`config.mk`:
```
export PLATFORM = sky130hd
export DESIGN_NAME = sram_bridge
export DESIGN_NICKNAME = d
export VERILOG_FILES = /design/src/rtl/sram_bridge_pkg.sv /design/src/rtl/sram_bridge_tagq.sv /design/src/rtl/sram_bridge.sv
export SDC_FILE = /design/constraint.sdc
export NUM_CORES = 1
export LEC_CHECK = 0
export CAP_MARGIN = 10
export CORE_ASPECT_RATIO = 0.5
export CORE_MARGIN = 5
export CORE_UTILIZATION = 21
export DETAILED_ROUTE_END_ITERATION = 7
export GPL_ROUTABILITY_DRIVEN = 0
export PLACE_DENSITY = 0.87
export SYNTH_ARGS = -nofsm -noshare
export SYNTH_HDL_FRONTEND = slang
export SYNTH_SLANG_ARGS = --single-unit
```
`constraint.sdc`:
```
create_clock -name clk -period 3.5 [get_ports clk]
set_input_delay 0.525 -clock clk [delete_from_list [all_inputs] [get_ports clk]]
set_output_delay 0.525 -clock clk [all_outputs]
set_load 0.01 [all_outputs]
```
`src/rtl/sram_bridge_pkg.sv`:
```
// Shared definitions for the SRAM-like bridge: request struct, size codes,
// kseg0/kseg1 address mask and small address helpers.
// Optional feature macro used by the bridge: SRAM_BRIDGE_ALIGN_CHECK_EN.
package common;

  localparam int BUS_W = 32;

  // Transfer size encoding on both the datapath and bus sides
  localparam logic [1:0] SIZE_BYTE = 2'd0;
  localparam logic [1:0] SIZE_HALF = 2'd1;
  localparam logic [1:0] SIZE_WORD = 2'd2;

  // kseg0/kseg1 windows map onto physical memory by clearing bits [31:29]
  localparam logic [31:0] KSEG_MASK = 32'h1FFF_FFFF;

  typedef struct packed {
    logic             req;
    logic             wr;
    logic [1:0]       size;
    logic [BUS_W-1:0] addr;
    logic [BUS_W-1:0] wdata;
  } sram_req_t;

  function automatic logic is_misaligned(input logic [1:0] size, input logic [1:0] addr_lo);
    return ((size == SIZE_HALF) && addr_lo[0]) ||
           ((size == SIZE_WORD) && (addr_lo != 2'b00));
  endfunction

  function automatic logic [31:0] to_phys(input logic [31:0] va);
    return (va[31:30] == 2'b10) ? (va & KSEG_MASK) : va;
  endfunction

endpackage

```
`src/rtl/sram_bridge_tagq.sv`:
```
// In-order tag FIFO remembering whether each outstanding bus transaction
// is a write. Pointers wrap modulo DEPTH; count spans 0..DEPTH.
module sram_bridge_tagq #(
  parameter int DEPTH = 2,
  localparam int CW = $clog2(DEPTH + 1),
  localparam int PW = (DEPTH > 1) ? $clog2(DEPTH) : 1
) (
  input  logic          clk,
  input  logic          reset,
  input  logic          push,
  input  logic          push_tag,
  input  logic          pop,
  output logic          pop_tag,
  output logic          full,
  output logic          empty,
  output logic [CW-1:0] count
);

  logic [DEPTH-1:0] mem;
  logic [PW-1:0]    wr_ptr;
  logic [PW-1:0]    rd_ptr;
  logic [CW-1:0]    count_q;
  logic             do_push;
  logic             do_pop;

  function automatic logic [PW-1:0] next_ptr(input logic [PW-1:0] p);
    return (p == PW'(DEPTH - 1)) ? '0 : p + PW'(1);
  endfunction

  assign full    = (count_q == CW'(DEPTH));
  assign empty   = (count_q == '0);
  assign count   = count_q;
  assign pop_tag = mem[rd_ptr];
  assign do_push = push && !full;
  assign do_pop  = pop && !empty;

  // Storage, pointer and occupancy update; simultaneous push and pop keep count
  always_ff @(posedge clk) begin
    if (reset) begin
      wr_ptr  <= '0;
      rd_ptr  <= '0;
      count_q <= '0;
    end else begin
      if (do_push) begin
        mem[wr_ptr] <= push_tag;
        wr_ptr      <= next_ptr(wr_ptr);
      end
      if (do_pop) begin
        rd_ptr <= next_ptr(rd_ptr);
      end
      case ({do_push, do_pop})
        2'b10:   count_q <= count_q + CW'(1);
        2'b01:   count_q <= count_q - CW'(1);
        default: count_q <= count_q;
      endcase
    end
  end

endmodule

```
`src/rtl/sram_bridge.sv`:
```
// Bridge from a datapath memory request port to an SRAM-like bus master.
// Translates kseg addresses, limits outstanding transactions to DEPTH and
// returns completions in issue order with zero latency on bus_data_ok.
// Define SRAM_BRIDGE_ALIGN_CHECK_EN to reject misaligned requests locally.
module sram_bridge
  import common::*;
#(
  parameter int DEPTH = 2,
  parameter int AW    = 32
) (
  input  logic          clk,
  input  logic          reset,
  input  logic          req_valid,
  input  logic          req_wr,
  input  logic [1:0]    req_size,
  input  logic [AW-1:0] req_addr,
  input  logic [AW-1:0] req_wdata,
  output logic          req_ready,
  output logic          resp_valid,
  output logic          resp_wr,
  output logic          resp_err,
  output logic [AW-1:0] resp_rdata,
  output logic          bus_req,
  output logic          bus_wr,
  output logic [1:0]    bus_size,
  output logic [AW-1:0] bus_addr,
  output logic [AW-1:0] bus_wdata,
  input  logic          bus_addr_ok,
  input  logic          bus_data_ok,
  input  logic [AW-1:0] bus_rdata,
  output logic          busy,
  output logic          proto_err
);

  localparam int CW = $clog2(DEPTH + 1);

  logic [CW-1:0] count;
  logic          full;
  logic          empty;
  logic          pop_tag;
  logic          push;
  logic          pop;
  logic          misaligned;
  logic          mis_done;
  logic          proto_q;
  logic [31:0]   va;
  sram_req_t     bus_pkt;

  assign va = 32'(req_addr);

`ifdef SRAM_BRIDGE_ALIGN_CHECK_EN
  assign misaligned = is_misaligned(req_size, req_addr[1:0]);
  assign mis_done   = !reset && req_valid && misaligned && empty;
`else
  assign misaligned = 1'b0;
  assign mis_done   = 1'b0;
`endif

  // Assemble the outgoing bus request; blocked when full, in reset or misaligned
  always_comb begin
    bus_pkt       = '0;
    bus_pkt.req   = !reset && req_valid && !full && !misaligned;
    bus_pkt.wr    = req_wr;
    bus_pkt.size  = req_size;
    bus_pkt.addr  = to_phys(va);
    bus_pkt.wdata = 32'(req_wdata);
  end

  assign bus_req   = bus_pkt.req;
  assign bus_wr    = bus_pkt.wr;
  assign bus_size  = bus_pkt.size;
  assign bus_addr  = AW'(bus_pkt.addr);
  assign bus_wdata = AW'(bus_pkt.wdata);

  assign push      = bus_pkt.req && bus_addr_ok;
  assign pop       = !reset && bus_data_ok && !empty;
  assign req_ready = push || mis_done;
  assign busy      = (count != '0);
  assign proto_err = proto_q;

  // Completion mux: bus data return has priority, local error completion otherwise
  always_comb begin
    resp_valid = 1'b0;
    resp_wr    = 1'b0;
    resp_err   = 1'b0;
    resp_rdata = '0;
    if (pop) begin
      resp_valid = 1'b1;
      resp_wr    = pop_tag;
      resp_rdata = bus_rdata;
    end else if (mis_done) begin
      resp_valid = 1'b1;
      resp_wr    = req_wr;
`ifdef SRAM_BRIDGE_ALIGN_CHECK_EN
      resp_err   = 1'b1;
`endif
    end
  end

  // Sticky flag for data_ok arriving with nothing outstanding
  always_ff @(posedge clk) begin
    if (reset) begin
      proto_q <= 1'b0;
    end else if (bus_data_ok && empty) begin
      proto_q <= 1'b1;
    end
  end

  sram_bridge_tagq #(.DEPTH(DEPTH)) u_tagq (
    .clk      (clk),
    .reset    (reset),
    .push     (push),
    .push_tag (req_wr),
    .pop      (pop),
    .pop_tag  (pop_tag),
    .full     (full),
    .empty    (empty),
    .count    (count)
  );

endmodule

```
# [Word-level counts from Yosys, hierarchy flattened]
# Index checks and enable logic that the tools add are counted.
[totals] regBits=7 in_bits=104 output_inout_bits=106 elab_cells=45
[classes] addsub=4 order_cmp=3 eq_ne=4 mux=12 bitwise=1 reduce_logical=16
[op_table] op="32-bit two-way mux" n=2
[op_table] op="1-bit logical AND" n=9
[op_table] op="1-bit two-way mux" n=7
[op_table] op="2-bit == test (second input constant)" n=3
[op_table] op="1-bit by 2-bit < comparator with 1-bit output (second input constant)" n=2
[op_table] op="2-bit case mux with 2 select lines" n=1
[op_table] op="2-bit nonzero test" n=2
[op_table] op="1-bit zero test" n=3
[op_table] op="1-bit adder (second input constant)" n=2
[op_table] op="2-bit by 1-bit adder with 2-bit output (second input constant)" n=1
[op_table] op="2-bit bitwise mux" n=1
[op_table] op="2-bit by 1-bit == test with 1-bit output (second input constant)" n=1
[op_table] op="2-bit zero test" n=1
[op_table] op="2-bit AND reduction" n=1
[op_table] op="2-bit by 1-bit subtractor with 2-bit output (second input constant)" n=1
[op_table] op="1-bit demux with 1-bit select" n=1
[op_table] op="1-bit greater-or-equal comparator (second input constant)" n=1
[op_table] op="1-bit inverter" n=1

# [Logic depth before layout (Yosys ltp)]
# Gate-level depths: netlist (run 1).
[depth] ltp_word=7 mapped_depth=7 depth_no_buf=6

# [Cells and area by module]
# Synthesis (run 1) repeated with hierarchy kept, for this count alone.
[unflattened] cells_unflattened=139 area_unflattened_um2=1107.3
[by_module_without_submodules] mod="sram_bridge" instances=1 cells_per_inst=113 area_per_inst_um2=837.1 seq_area_each_um2=20.0
[by_module_without_submodules] mod="sram_bridge_tagq" instances=1 cells_per_inst=26 area_per_inst_um2=270.3 seq_area_each_um2=140.1

# [Worst setup path before layout (run 1)]
# Ideal clock, no wire load.
[synth_path] path_type="input-to-reg" from="input port reset" to="register u_tagq.count_q[1], in the netlist u_tagq.count[1]" setup_ns=0.072 arrival_ns=1.855 required_ns=3.428 setup_slack_ns=1.574 path_stages=6 n_path_buf=2 cell_sequence="clkbuf_1 nor2_4 buf_2 ha_1 or3_1 a21oi_1"
[synth_between] word_cells_on_any_way=12 classes_between="eq/ne (2); mux (1); reduce/logical (9)"
[synth_lines] item="start, declared" line_no="sram_bridge.sv:12" source="input logic reset,"
[synth_lines] item="1-bit zero test (*)" line_no="sram_bridge.sv:76" source="assign pop = !reset && bus_data_ok && !empty;"
[synth_lines] item="1-bit logical AND (*) (2 in a row)" line_no="sram_bridge.sv:76"
[synth_lines] item="1-bit logical AND (*)" line_no="sram_bridge_tagq.sv:35" source="assign do_pop = pop && !empty;"
[synth_lines] item="via u_tagq.do_pop" line_no="sram_bridge_tagq.sv:24" source="logic do_pop;"
[synth_lines] item="2-bit by 1-bit == test with 1-bit output / 2-bit == test (equally long branches)" line_no="sram_bridge_tagq.sv:51" source="case ({do_push, do_pop})"
[synth_lines] item="2-bit case mux with 2 select lines / 2-bit nonzero test (equally long branches)"
[synth_lines] item="end signal, assigned" line_no="sram_bridge_tagq.sv:52" source="2'b10: count_q <= count_q + CW'(1);"
[synth_lines] item="end signal, assigned" line_no="sram_bridge_tagq.sv:53" source="2'b01: count_q <= count_q - CW'(1);"
[synth_lines] item="end signal, assigned" line_no="sram_bridge_tagq.sv:54" source="default: count_q <= count_q;"
[synth_lines] item="end, declared" line_no="sram_bridge_tagq.sv:22" source="logic [CW-1:0] count_q;"
# Mark *: on every way through the listed nets, which the timed path passes. The rest lies on a longest branch.
# A chain may end at the register's enable or synchronous reset.

# [Final worst setup path (run 1)]
[layout_path] from="input port reset" to="output port resp_rdata[11]"
[layout_between] elab_chain_cells=4
[layout_rtl] item="1-bit zero test" line_no="sram_bridge.sv:76"
[layout_rtl] item="1-bit logical AND (2 in a row)" line_no="sram_bridge.sv:76"
[layout_rtl] item="32-bit two-way mux" line_no="sram_bridge.sv:87" source="if (pop) begin"
[layout_rtl] item="end, declared" line_no="sram_bridge.sv:22" source="output logic [AW-1:0] resp_rdata,"
# No other way between the ends.

==> metrics list, run 1 <==
- Summing the areas of all compound-gate instances in the mapped netlist gives 4.368% of the synthesized area.
- Cell count after synthesis: 141
- The mapped netlist covers 1060 µm².
- Summing the areas of all and, or, nand and nor instances in the mapped netlist gives 26.21% of the synthesized area.
* Critical Path End Type: primary output
* Summed negative setup slack over all endpoints: 0 ps
- In the routed design, unresolved DRC markers number 0.
* Syn-to-layout area delta: 42.03%
- Number of iterations in the first detailed-routing pass: 4
- Violation count after the first detailed-route iteration: 35
* Most common cell on crit path: clkdlybuf4s50_1
- The tightest min-delay check is of the reg -> reg type.
* Final-report hold violation count: 0
- The first global-routing pass estimated 4.505 mm of wire.
* Worst-case register-to-register setup slack: 1510 ps
- The floorplan step set the die height to 60.23 µm.
- Synth unique cells: 24
* Data arrival time at the worst-slack endpoint: 2420 ps
- P_leak: 0.5641 nW
- TritonCTS clock tree: yes
* XOR/XNOR share of the synthesized area: 2.479%
- The worst setup path is of the in -> out kind.
- The flow ran to the end, and the final reports show no timing, DRC or antenna violations.
- Hold Crit Start: proto_err
- Wirelength, routed: 3.296 mm
* # placed instances: 223
- The detailed router placed 871 vias in this run.
- The number of global-route vias before repair was 870.
- Of all nets on the critical path, the largest fanout is 33.
- Largest net degree at the start of global routing: 34
* Post-synthesis share of cell area spent on full adders, half adders and majority gates: 1.181%
* Maximum root-to-sink buffer count: 2
- Across every metal layer, demand over resource in global routing totals 8.636%.
- Main combinational cell family by area after synthesis: buffers and inverters
- The number of antenna diodes in the final layout is 0.
- Syn_area_per_cell: 7.516 µm²
- Die Footprint: 6653 µm²
* R2R cell count: 5
- For hold timing, the worst endpoint is proto_err.
- Syn. warnings: 0
- Depth of the CTS H-tree: 1
* Number of gates given a new drive strength after cts: 0
- P per Cell Area: 212.6 nW/µm²
* Critical path startpoint category: input pin
- Via/cell ratio: 3.837
- The root buffer cell chosen for the clock tree is clkbuf_8.
- During I/O placement, the number of pins put on the boundary was 210.
* Antenna Violating Nets Remaining: 0
- IR drop worst, VDD: 117.2 µV
- Counting instances, the worst hold path has a depth of 2.
- For this configuration, the core starts out at a cell density of 21.59%.
- In this run the horizontal extent of the chip is 110.5 µm.
- Final clock period utilization by the worst path: 84.00%
- CTS sink count: 7
- Max-cap viol count: 0
* Clock network latency to the later pin of the worst-skew pair: 220 ps
- Clock transition time at the flip-flop clock pins of the worst setup and hold paths: 40 ps
- The share of the Yosys chip area taken by registers is 15.11%.
- Count of state elements after synthesis: 7
- Measured against its own limit, the worst slew margin works out to 65.30%.
* CP Data Required Time: 2970 ps
* Count of buffers added by post-CTS timing repair for setup: 0
- Setup violations remaining at the end of the flow were counted as 0.
* HPWL after detailed placement: 2.730 mm
- Non-Filler Instances: 227
- Input/output buffers: 82
- At the placement stage, the worst setup path has a slack of 551.5 ps.
- The worst register-to-register path ends at u_tagq.count[1].
- The number of antenna violations at the first check in global routing came to 0.
- # rows: 18
* Mux cell area share after synthesis: 0.9445%
* Core area: 4910 µm²
* Highest clock rate: 0.3401 GHz
- For this design, the CTS-stage hold fixing added 0 buffers.
- Walking the worst path, the cells encountered are clkdlybuf4s50_1 > nor2_4 > and2_1 > clkdlybuf4s50_1.
* Share of post-route cells with drive strength above 1: 3.185%
- Overall power consumption after layout is estimated at 0.3200 mW.
* Standard cell with the maximum stage delay on the critical path: clkdlybuf4s50_1
- Final nets: 263
- Number of buffers created by CTS: 3
* Max Transition Viols Final: 0
- After routing the design area is 1505 µm².
* Final setup margin: 559.8 ps
- Unrepaired setup endpoints after global routing: no
- For this run, the slowest stage of the critical path takes 600 ps.
- Placed cell area: 1460 µm²
* Net count of the mapped netlist: 246
- After global routing the overflow that remains totals 0.
- In this run the critical register-to-register path is launched from u_tagq.count[0].
- After detailed routing, the average wire length per cell comes to 14.52 µm.
- The smallest clock period supported by the final layout is computed as 2940 ps.
- At the pin with the least slew margin, the transition time is 519.2 ps.
* Worst clock skew on the final layout: 3.436 ps
[cells in the mapped netlist]
library cell,n,share of area [%]
nor2_1,8,2.8
and2_1,33,19
inv_1,4,1.4
edfxtp_1,2,5.7
conb_1,1,0.35
or3_1,1,0.59
xnor2_1,1,0.83
a21boi_0,1,0.71
buf_4,65,46
buf_2,1,0.47
a21oi_1,2,0.94
o21ai_0,2,0.94
ha_1,1,1.2
nor2_4,1,1.1
a311o_1,1,0.94
nand2b_1,1,0.59
nor3_1,1,0.47
o21ai_2,1,0.83
nand2_1,1,0.35
dfxtp_1,5,9.4
nand4b_1,1,0.83
clkbuf_1,4,1.4
mux2i_1,1,0.94
xor2_1,2,1.7
[placed cells by master (no fill, tap or decap), types with 2 or more instances in the layout]
cell,instances
dfxtp_1,5
edfxtp_1,2
clkbuf_8,3
a21oi_1,2
nor2_1,8
clkdlybuf4s50_1,82
o21ai_0,2
and2_1,33
xor2_1,2
inv_1,4
[state kept, by name, summed over array words and instances, names as in the netlist]
name / flops
u_tagq.count: 2
u_tagq.wr_ptr: 1
u_tagq.rd_ptr: 1
proto_err: 1
u_tagq.mem: 2
[final cells by class]
class | instances | area, µm²
repair buffers | 82 | 820.8
well taps | 70 | 87.58
fillers | 528 | 3405
inverters | 4 | 15.01
flip-flops and latches | 7 | 160.2
multi-input cells | 60 | 376.6
clock buffers | 4 | 45.04
[per-layer routing]
layer | part of all wire (%) | vias to the layer above | routed length [µm] | global-route usage [%]
met3 | 11 | 10 | 359 | 5.258
met2 | 52 | 66 | 1703 | 14.22
met1 | 36 | 398 | 1185 | 8.961
li1 | - | 397 | - | -
met5 | 0 | - | 0 | 0
met4 | 1.5 | 0 | 48 | 4.211
[worst max path at each step]
stage | start | endpoint | slack, ps | cells after the start
final | reset | resp_rdata[11] | 560 | 4
after global routing | reset | resp_rdata[30] | 410 | 4
after CTS | reset | resp_rdata[11] | 550 | 4
after detailed placement | reset | resp_rdata[30] | 550 | 4
after global placement | reset | resp_rdata[27] | 600 | 4
after floorplan | reset | u_tagq.count[1] | 1570 | 6
[critical path, delay by kind of cell]
kind          cells  cell delay (ps)
buf+inv           2             1150
simple gates      2              740
[power by group]
group | leakage, nW | switching [mW] | total (mW) | internal (mW)
logic | 0.482 | 0.0382 | 0.114 | 0.0755
registers | 0.0592 | 0.00485 | 0.0938 | 0.0890
clock network | 0.0228 | 0.0338 | 0.113 | 0.0787
[cell families after synthesis]
group,count (synthesis)
and+or+nand+nor,47
AOI/OAI and AO/OA,7
buffers and inverters,74
adders and majority gates,1
DFF,7
other,1
muxes,1
xor gates and xnor gates,3
[through the flow]
step	util, %	hold WS, ps
final	30.66	473.1
after detailed placement	29.74	465.8
after global placement	29.74	464.7
after CTS	30.66	482.6
after global routing	30.66	522.6
after floorplan	-	448.8
Power figures use the tool's default switching activity.
==> run 2, diff against run 1 <==
Settings changed: CORE_UTILIZATION 21 to 19, PLACE_DENSITY 0.87 to 0.8.
Clock period 3.5 ns to 2.74 ns, I/O delays scaled along.
==> run 2 against run 1 <==
Compared with the run above:
- wire length increased by 1.5%
- critical path depth increased by 2
- clock power increased by 27%
- total power increased by 29%
- sequential share of layout area decreased by 0.22 points
- worst setup slack got worse by 350 ps
- flip-flop and latch count unchanged
- combinational power increased by 31%
- largest power group unchanged
==> metrics list, run 2 (synthesis results as in run 1) <==
- The library cell used most frequently in the layout, excluding fill and tap cells, is clkdlybuf4s50_1.
- Share of power burned in registers: 29.1%
* Summed negative setup slack over all endpoints: 0 ps
* Combinational group share of total power: 36.1%
* Initial antenna violation count: 0
- Most common cell on crit path: clkdlybuf4s50_1
- Net switching is 23.79% of the power.
* CP Data Required Time: 2330 ps
- For this run, design rule violations remaining after detail routing come to 0.
- The worst setup path is of the in -> out kind.
- Number of top-level pins: 210
- For this design the static power due to leakage is 0.5771 nW.
- Via/cell ratio: 3.638
- Timing analysis after detailed placement gives a worst setup slack of 200.1 ps.
- Final nets: 265
- The worst-case IR drop observed on VDD is 134.7 µV.
- Max Transition Viols Final: 0
- The post-route netlist has 4.403% of its cells at a drive strength greater than 1.
- The flow ran to the end, and the final reports show no timing, DRC or antenna violations.
- Max-cap viol count: 0
- Input/output buffers: 82
* Met2 Wirelength: 1.665 mm
- Total internal power: 0.3136 mW
- The area growth from synthesis to layout is 44.98%.
- Excluding fillers, the count of instances in the completed layout stands at 232.
- Net Switching: 0.09792 mW
- Cell-by-cell trace of the critical path: clkdlybuf4s50_1 > o21ai_2 > nor2_4 > buf_12 > and2_1 > clkdlybuf4s50_1
* Count of buffers added by post-CTS timing repair for setup: 0
- Dividing the detail-routed wire length by the instance count gives 14.42 µm.
- Vias in the first global route: 929
* Origin of the worst setup path: bus_data_ok
- The number of clock buffers added by TritonCTS is 3.
* Highest-count cells in the layout ignoring fill and taps: clkdlybuf4s50_1 (82), and2_1 (33), nor2_1 (8), dfxtp_1 (5), inv_1 (4)
- Critical path startpoint category: input pin
- The root buffer cell chosen for the clock tree is clkbuf_8.
- Clock network latency to the later pin of the worst-skew pair: 220 ps
* Violation count after the first detailed-route iteration: 3
- Placed cell area: 1491 µm²
- The worst path meets setup with 205.5 ps of slack.
* Maximum fanout encountered on the critical timing path: 23
- Standard cell with the maximum stage delay on the critical path: clkdlybuf4s50_1
* Met3 WL: 494 µm
- 0 antenna diodes ended up in the layout.
* Global-route wire length before repair: 5.057 mm
- Critical path capture point: resp_rdata[23]
- The worst register-to-register path has a depth of 5.
- Final clock period utilization by the worst path: 92.50%
* Overall Global Routing Usage: 8.816%
- Length of routed wiring on met1: 1.096 mm
- The die covers 7262 µm².
- Once the clock tree was built, the resizer swapped 0 gates to a different size.
- The worst setup path is captured at a primary output.
- Number of iterations in the first detailed-routing pass: 2
- For flop-to-flop paths, the worst setup slack is 840 ps.
- Once detail routing completed, the nets flagged for antenna violations numbered 0.
- Entering global routing, the biggest net connects 24 pins.
* Highest metal used: met4
- The critical path runs through a total of 6 cells.
- The initial utilization of the core area, before any placement, comes to 19.47%.
- Highest clock rate: 0.3945 GHz
- Global routing finished with a remaining overflow of 0.
- In this design, the stage delay of the slowest critical-path cell is 540 ps.
* Maximum root-to-sink buffer count: 2
* Core area: 5444 µm²
- After legalization and detailed placement, the total HPWL measured 2.838 mm.
* Family with the most delay on the worst path: buffers and inverters
- # rows: 19
- The die is 115.6 µm wide.
- Counting every sink on the clock net gives 7.
- R2r startpoint: u_tagq.count[0]
- In this run the vertical extent of the chip is 62.81 µm.
- # placed instances: 228
* Post-route minimum period: 2535 ps
- Depth of the CTS H-tree: 1
* Bufs and invs on worst path: 3
* Fraction of power consumed by the clock network: 34.8%
- Setup violations remaining at the end of the flow were counted as 0.
- Hold Buf Count CTS: 0
* Clock transition time at the flip-flop clock pins of the worst setup and hold paths: 40 ps
* Final-report hold violation count: 0
- P per Cell Area: 267.9 nW/µm²
* Type of the worst min-delay path: reg -> reg
- Data arrival time at the worst-slack endpoint: 2120 ps
* Final Cell Area: 1536 µm²
* Wirelength, routed: 3.345 mm
- TritonCTS built the clock tree.
* Number of vias after detailed routing: 844
- In this run the critical register-to-register path is captured at u_tagq.count[1].
* Worst clock skew on the final layout: 0.3308 ps
- Setup repair after global routing left no endpoint under its margin.
run 2: changes by cell type in the layout (fill, tap and decap cells not counted):
cell / previous run / this run
buf_12: 0 / 1
buf_4: 0 / 1
run 2: worst min path at each step:
stage / from / cells past startpoint / slack (ps) / endpoint
6_report: u_tagq.wr_ptr / 1 / 480 / u_tagq.wr_ptr
3_3_place_gp: u_tagq.wr_ptr / 1 / 470 / u_tagq.wr_ptr
2_1_floorplan: u_tagq.wr_ptr / 1 / 450 / u_tagq.wr_ptr
4_1_cts: u_tagq.wr_ptr / 1 / 480 / u_tagq.wr_ptr
5_1_grt: u_tagq.wr_ptr / 1 / 520 / u_tagq.wr_ptr
3_5_place_dp: u_tagq.wr_ptr / 1 / 470 / u_tagq.wr_ptr
run 2: through the flow:
| stage | utilization, % | hold slack, ps | power [mW] |
|---|---|---|---|
| after floorplan | - | 448.8 | 0.2622 |
| after global routing | 28.22 | 522.7 | 0.4352 |
| final | 28.22 | 483.6 | 0.4116 |
| after detailed placement | 27.40 | 470.5 | 0.2706 |
| after CTS | 28.22 | 477.3 | 0.4197 |
| after global placement | 27.40 | 468.5 | 0.2677 |
run 2: layout make-up:
type                            instances  area, µm²
Fill cell                             561       3908
Tap cell                               73      91.34
Clock buffer                            4      45.04
Inverter                                4      15.01
Sequential cell                         7      160.2
Timing Repair Buffer                   84      848.3
Multi-Input combinational cell         60      376.6
run 2: power groups by stage:
stage | sequential (mW) | clock [mW] | combinational (mW)
after floorplan | 0.121 | 0 | 0.141
after global placement | 0.121 | 0 | 0.147
after detailed placement | 0.121 | 0 | 0.149
after CTS | 0.120 | 0.150 | 0.150
after global routing | 0.121 | 0.155 | 0.160
final | 0.120 | 0.143 | 0.149
run 2: layer usage:
| layer | vias to the layer above | global-route usage, % |
|---|---|---|
| met2 | 61 | 14.05 |
| met3 | 14 | 7.447 |
| met5 | - | 0 |
| met4 | 0 | 3.763 |
| met1 | 366 | 8.147 |
| li1 | 403 | - |
